$ cat config.mk
export PLATFORM = sky130hd
export DESIGN_NAME = operand_select_stage
export DESIGN_NICKNAME = d
export VERILOG_FILES = /design/src/rtl/operand_pkg.sv /design/src/rtl/opsel_skid_buffer.sv /design/src/rtl/operand_select_stage.sv
export SDC_FILE = /design/constraint.sdc
export NUM_CORES = 1
export LEC_CHECK = 0
export CORE_MARGIN = 10
export CORE_UTILIZATION = 40
export CTS_CLUSTER_SIZE = 25
export DETAILED_ROUTE_END_ITERATION = 8
export GPL_TIMING_DRIVEN = 0
export PLACE_DENSITY = 0.89
export REMOVE_ABC_BUFFERS = 1
export SLEW_MARGIN = 20
export SYNTH_ARGS = -nofsm -noshare
export SYNTH_HDL_FRONTEND = slang
export SYNTH_HIERARCHICAL = 1
export SYNTH_SLANG_ARGS = --single-unit
$ cat constraint.sdc
create_clock -name clk -period 1.7 [get_ports clk]
set_clock_uncertainty 0.1 [all_clocks]
set_input_delay 0.17 -clock clk [delete_from_list [all_inputs] [get_ports clk]]
set_output_delay 0.17 -clock clk [all_outputs]
set_load 0.01 [all_outputs]
$ cat src/rtl/operand_pkg.sv
// Shared select codes and default widths for the operand-select stage.
package operand_pkg;

  localparam int DW_DEF = 32;
  localparam int IW_DEF = 16;
  localparam int TW_DEF = 5;

  typedef enum logic [2:0] {
    SEL_PB    = 3'b000,
    SEL_HI    = 3'b001,
    SEL_LO    = 3'b010,
    SEL_PC    = 3'b011,
    SEL_SEXT  = 3'b100,
    SEL_LUI   = 3'b101,
    SEL_ZEXT  = 3'b110,
    SEL_SHAMT = 3'b111
  } sel_e;

endpackage

$ cat src/rtl/opsel_skid_buffer.sv
// Two-entry skid buffer: head drives the output, spare absorbs one request during a stall.
// Latency 1 cycle into an empty buffer; in_ready is registered (spare empty), so stalls never drop data.
module opsel_skid_buffer #(
  parameter int W = 37
) (
  input  logic         clk,
  input  logic         reset_n,
  input  logic         flush,
  input  logic         in_valid,
  output logic         in_ready,
  input  logic [W-1:0] in_data,
  output logic         out_valid,
  input  logic         out_ready,
  output logic [W-1:0] out_data
);

  logic         head_vld;
  logic         spare_vld;
  logic [W-1:0] head_dat;
  logic [W-1:0] spare_dat;
  logic         push;
  logic         pop;

  assign in_ready  = !spare_vld;
  assign out_valid = head_vld;
  assign out_data  = head_dat;
  assign push      = in_valid && in_ready;
  assign pop       = head_vld && out_ready;

  always_ff @(posedge clk or negedge reset_n) begin
    if (!reset_n) begin
      head_vld  <= 1'b0;
      spare_vld <= 1'b0;
      head_dat  <= '0;
      spare_dat <= '0;
    end else if (flush) begin
      head_vld  <= 1'b0;
      spare_vld <= 1'b0;
    end else if (pop) begin
      // A full spare implies in_ready was low, so no push competes with the refill.
      if (spare_vld) begin
        head_dat  <= spare_dat;
        spare_vld <= 1'b0;
      end else begin
        head_vld <= push;
        if (push) head_dat <= in_data;
      end
    end else if (push) begin
      if (!head_vld) begin
        head_vld <= 1'b1;
        head_dat <= in_data;
      end else begin
        spare_vld <= 1'b1;
        spare_dat <= in_data;
      end
    end
  end

endmodule

$ cat src/rtl/operand_select_stage.sv
// Registered second-operand select (PB/HI/LO/PC/immediate forms) feeding a 2-entry skid buffer.
// Latency 1 cycle; in_ready falls only when the spare entry fills. OPSEL_BYPASS_EN adds forwarding onto pb.
module operand_select_stage
  import operand_pkg::*;
#(
  parameter int DW = DW_DEF,
  parameter int IW = IW_DEF,
  parameter int TW = TW_DEF
) (
  input  logic          clk,
  input  logic          reset_n,
  input  logic          in_valid,
  output logic          in_ready,
  input  logic [2:0]    si,
  input  logic [DW-1:0] pb,
  input  logic [DW-1:0] hi,
  input  logic [DW-1:0] lo,
  input  logic [DW-1:0] pc,
  input  logic [IW-1:0] imm,
  input  logic [TW-1:0] tag_in,
  input  logic          flush,
`ifdef OPSEL_BYPASS_EN
  input  logic          fwd_valid,
  input  logic [TW-1:0] fwd_tag,
  input  logic [DW-1:0] fwd_data,
  input  logic [TW-1:0] pb_tag,
`endif
  output logic          out_valid,
  input  logic          out_ready,
  output logic [DW-1:0] n,
  output logic [TW-1:0] tag_out
);

  logic [DW-1:0] pb_eff;
  logic [DW-1:0] opnd;

  always_comb begin
    pb_eff = pb;
`ifdef OPSEL_BYPASS_EN
    // $zero is hard-wired, so a forwarded write to tag 0 must never win.
    if (fwd_valid && (fwd_tag == pb_tag) && (pb_tag != '0)) pb_eff = fwd_data;
`endif
  end

  always_comb begin
    opnd = '0;
    case (sel_e'(si))
      SEL_PB:    opnd = pb_eff;
      SEL_HI:    opnd = hi;
      SEL_LO:    opnd = lo;
      SEL_PC:    opnd = pc;
      SEL_SEXT:  opnd = DW'($signed(imm));
      SEL_LUI:   opnd = DW'({imm, {DW{1'b0}}} >> IW);
      SEL_ZEXT:  opnd = DW'(imm);
      SEL_SHAMT: opnd = DW'(imm[10:6]);
      default:   opnd = '0;
    endcase
  end

  opsel_skid_buffer #(
    .W(DW + TW)
  ) u_skid (
    .clk       (clk),
    .reset_n   (reset_n),
    .flush     (flush),
    .in_valid  (in_valid),
    .in_ready  (in_ready),
    .in_data   ({tag_in, opnd}),
    .out_valid (out_valid),
    .out_ready (out_ready),
    .out_data  ({tag_out, n})
  );

endmodule

---- Word-level counts from Yosys, hierarchy flattened ----
Cells that the tools add are included.
word-level totals
  logic and storage cells ................. 41
  input bits .............................. 157
  bits in registers ....................... 76
  bits in read-only memories .............. 0
  RAM bits ................................ 0
  latch bits .............................. 0
  memories kept ........................... 0
operators by class
  bitwise operators ....................... 2
  reduce and logical (&&, ||, !) cells .... 12
  divide/modulo/power cells ............... 0
  $mul .................................... 0
  order comparisons ....................... 0
  equal/unequal tests ..................... 9
  mux-type cells .......................... 14
  shift-type cells ........................ 0
  add/subtract/negate cells ............... 0
operators by type and width
  operator                                                         number
  32-bit one-hot mux with 8 select lines                           1
  37-bit 2-to-1 mux                                                5
  3-bit == test, second input constant                             4
  1-bit 2-to-1 mux                                                 8
  4-bit AND reduction                                              2
  3-bit by 2-bit == test with 1-bit output, second input constant  2
  3-bit nonzero test                                               2
  2-bit AND reduction                                              2
  2-bit nonzero test                                               2
  3-bit by 1-bit == test with 1-bit output, second input constant  1
  3-bit logical NOT                                                1
  3-bit inequality test, second input constant                     1
  1-bit logical AND                                                2
  2-bit inequality test, second input constant                     1
  1-bit inverter                                                   2
  1-bit logical NOT                                                1

---- Depth between registers and ports, before layout ----
  depth after elaboration ................. 5
  depth in mapped cells ................... 9
  gate-level depth less buffers ........... 6

---- Cells and area by module ----
The synthesis kept the hierarchy.
by module, submodules not included
  module                area an instance (µm²)  instances  cells an instance
  opsel_skid_buffer     3355.7                  1          207
  operand_select_stage  1515.2                  1          183

---- Worst setup path after synthesis ----
Ideal clock, no wire load.
  kind .................................... register to register
  from .................................... register u_skid.head_vld (netlist: u_skid/out_valid)
  to ...................................... register u_skid.spare_dat[32]
  library setup time ...................... 125 ps
  stages on the path, launching flop included .. 5
  arrival ................................. 1637 ps
  path slack .............................. -162 ps
  path through ............................ dfrtp_1 nand2_1 nor4_4 buf_6 mux2_2
between the ends
  word-level cells in the longest chain between the ends .. 3
ends and longest elaborated chain
  item                                    line                     text
  start, declared                         opsel_skid_buffer.sv:17  logic head_vld;
  start signal, assigned                  opsel_skid_buffer.sv:45  head_vld <= push;
  1-bit logical AND                       opsel_skid_buffer.sv:28  assign pop = head_vld && out_ready;
  1-bit inverter (no source line)         --
  4-bit AND reduction (no source line) *  --
  end signal, assigned                    opsel_skid_buffer.sv:54  spare_dat <= in_data;
  end, declared                           opsel_skid_buffer.sv:20  logic [W-1:0] spare_dat;
Every way passes the cells marked *; elsewhere a longest branch is shown, timed or not.
A chain may end at the register's enable or synchronous reset.

---- Worst setup path in the final report ----
  from .................................... register u_skid.head_vld (netlist: u_skid/out_valid)
  to ...................................... register u_skid.head_dat[4] (netlist: u_skid/out_data[4])
between the ends
  word-level cells in the longest chain between the ends .. 3
  elaborated cells between the ends (all ways) .. 5
ends and longest elaborated chain
  item                                                                          line                     text
  1-bit logical AND                                                             opsel_skid_buffer.sv:28
  2-bit inequality test (no source line) or 2-bit nonzero test (tied branches)  --
  4-bit AND reduction (no source line)                                          --
  end signal, assigned                                                          opsel_skid_buffer.sv:42  head_dat <= spare_dat;
  end signal, assigned                                                          opsel_skid_buffer.sv:46  if (push) head_dat <= in_data;
  end signal, assigned                                                          opsel_skid_buffer.sv:51  head_dat <= in_data;
  end, declared                                                                 opsel_skid_buffer.sv:19  logic [W-1:0] head_dat;
Several ways; a longest one is shown, not always the timed one.

==> summary.md <==
| Metric | Value |
|---|---|
| Core Region | `12,000 um2` |
| Crit path buffers/inverters | `3` |
| Fmax | `571 MHz` |
| CTS tree | `done` |
| DRT antenna net count | `0` |
| Hpwl dp | `12.2 mm` |
| Inserted Clock Buffers | `9` |
| Via density | `5.70` |
| Slew Viols, Final | `0` |
| Max FO, Critical Path | `7` |
| Violated checks | `setup timing` |
| Min setup slack post-route | `-0.0514 ns` |
| Final setup vio count | `35` |
| Clock latency on the worst-skew pair | `0.32 ns` |
| CP Capture Type | `register` |
| Synth async-reset ratio | `100%` |
| Worst-Margin Slew | `0.509 ns` |
| XOR/XNOR Fraction of Synth Area | `0%` |
| Vias in the first global route | `4,969` |
| Port bufs | `approximately 200` |
| Critical Path Source Type | `register` |
| Crit Path Class | `reg2reg` |
| R2r setup slk | `-0.05 ns` |
| Netlist cell types | `36` |
| Met3 usage in global routing | `around 6.6%` |
| Tcrit/Tclk final | `103%` |
| CTS clk-pin slew, worst paths | `0.06 ns` |
| Most used DFF post-synth | `dfrtp_1` |
| Compound-gate portion of the synthesized area | `10.6%` |
| Post-Synth Simple-Gate Area | `slightly below 5%` |
| CTS sink count | `76` |
| Cells along the critical path | `buf_6 > a211oi_4 > buf_6 > buf_8 > mux2_2` |
| Nets | `775` |
| Min cycle time layout | `1.75 ns` |
| Most common cell after layout, fill and taps aside | `clkdlybuf4s50_1` |
| Share of cells above drive strength 1 | `32.9%` |
| Area Overhead vs Synth | `64.7%` |
| Power density over the cells | `857 nW/um2` |
| Max incr delay on CP | `about 0.46 ns` |
| Starting Density | `around two fifths` |
| Reg2reg start | `u_skid/out_valid` |
| DR iter-0 viols | `192` |
| Largest area contributor in the netlist | `dfrtp_1` |
| Final hold viol count | `0` |
| FP Rows | `40` |
| Initial antenna violation count | `0` |
| Top cells by area, synth | `dfrtp_1 (39%), mux2_2 (25%), mux4_1 (6.5%)` |
| Tot Pwr | `0.00688 W` |
| Total global-route track usage | `approximately a fifth` |
| Max Cap Violations | `0` |
| Fillcell total | `864` |
| Chip height | `130 um` |
| Slew Limit Headroom | `around two thirds` |
| Router iterations before antenna repair | `4` |
| Busiest grt layer | `met2` |
| Setup TNS Final | `-0.992 ns` |
| Status | `complete, but fails checks` |
| Slowest-stage cell, CP | `dfrtp_2` |
| Max H-tree Level | `3` |
| VDD IR max | `between 0.4 and 0.5 mV` |
| DIE AREA | `17,000 um2` |
| Routed via count | `4,390` |
| Detailed Route WL | `19.3 mm` |
| Antenna diodes | `0` |
| Top cell by count, worst path | `buf_6` |
| Commonest cells after routing, fill and taps aside | `clkdlybuf4s50_1 (185), dfrtp_1 (74), mux2_2 (58), mux2_4 (55), mux2i_1 (29)` |
| Main combinational cell family by area after synthesis | `multiplexers` |
| Unrepaired setup endpoints after global routing | `true` |
| DR WL/cell | `25.1 um` |
| Leak | `3.48 nW` |
| WP data required | `roughly 1.8 ns` |
| Boundary Pins | `about 200` |
| Met1 usage | `23.1%` |
| Worst path top cell family by delay | `buffers and inverters` |
| Post-synth EDFFs | `0` |
| Die Wd | `approximately 130 um` |
| Mapped Cells | `roughly 400` |
| Maximum number of pins on one net before global-route repair | `43` |
| Root Buffer | `clkbuf_16` |
| First-pass GRT wire length | `27.5 mm` |
| Mux cell area share after synthesis | `between 40% and 50%` |
| Seq/Total Area, Yosys | `roughly two fifths` |
| #FFs+latches synth | `76` |
| YS warnings | `6` |
| Area after DPL | `slightly below 7000 um2` |
| Yosys top cell area share | `39.0%` |
| Syn avg cell area | `12.5 um2` |
| Gr ovfl total | `0` |
| Critical path arrival | `1.86 ns` |
| Met2 GRT Util | `37.1%` |
| Final instance area | `8020 um2` |
| Worst hold path class | `in2async` |
| CTS Buffer Depth | `2` |
| Residual DRC | `0` |
| Worst Setup SP | `u_skid/out_valid` |
| Post-Syn Area | `4870 um2` |
| Gpl congestion | `0.769` |
| Synth Area in Adders | `0%` |
-- power by group --
part	switching (W)	total, W	internal (W)
Sequential	0.000275	0.00256	0.00228
Combinational	0.000853	0.00245	0.00159
Clock	0.000749	0.00187	0.00113
-- state kept, by name, summed over array words and instances (netlist names) --
register,count
u_skid/out_data,37
u_skid/out_valid,1
u_skid/spare_dat,37
u_skid/spare_vld,1
-- metal layers --
metal  part of all wire, %  wire length, um  vias to the layer above
li1                      -                -                     1934
met1                    38             7430                     2227
met2                    51             9900                      198
met3                   8.1             1570                       31
met4                   2.2              429                        0
met5                     0                0                        -
-- cell usage after synthesis (4+ instances only) --
cell      count
buf_4         4
dfrtp_1      76
mux2_2      110
buf_6        11
nor2b_1       5
a21oi_1       7
o211ai_1      8
a221oi_1      9
a22o_1        8
buf_2         8
o21a_1       12
mux4_1       12
inv_1         7
nand2_1      19
nor2_1       18
o22ai_1       6
mux2i_1      30
o21ai_0      13
-- worst register-to-register path, stage by stage (launching register included) --
cell,delay [ns]
dfrtp_2,0.46
buf_6,0.14
a211oi_4,0.26
buf_6,0.19
buf_8,0.15
mux2_2,0.34
-- stage by stage --
stage	setup slack [ns]	utilization (%)	cells	hold WS, ns
after floorplan	-0.807	-	361	-0.226
after global placement	-3.83	56.6	703	0.365
after detailed placement	-1.41	57.5	711	0.0691
after CTS	-0.0628	63.3	755	0.266
after global routing	-0.0723	67.1	770	0.288
final	-0.0514	67.1	770	0.258
-- logic make-up after synthesis --
logic type / after synthesis
AOI/OAI and AO/OA: 70
buffers and inverters: 36
DFF: 76
muxes: 158
and+or+nand+nor: 50
-- path summary, 6_finish.rpt --
path	to	cells past startpoint
setup / recovery	u_skid/out_data[4]	5
hold / removal	u_skid/spare_dat[28]	2
setup reg to reg	u_skid/out_data[4]	5
hold reg to reg	u_skid/out_data[33]	1
max in group asynchronous	u_skid/out_data[7]	3
min in group clk	u_skid/spare_dat[28]	3
-- what timing repair did --
action,in CTS,in global routing
buffers inserted,23,10
hold buffers,1,0
pin swaps,6,6
hold endpoints to repair,36,0
gates cloned,4,5
gates resized for setup,39,72
endpoints found under the setup margin,76,67
-- layout make-up --
class	count	area [um2]	share of cell area (%)
clock buffer	10	229	2.85
sequential	76	1900	23.7
timing repair inverter	1	7.51	0.0936
clock inverter	6	55.1	0.686
inverter	7	30.0	0.374
multi-input combinational	279	2950	36.8
tap	147	184	2.29
timing repair buffer	244	2660	33.1
(Power assumes the default switching activity.)
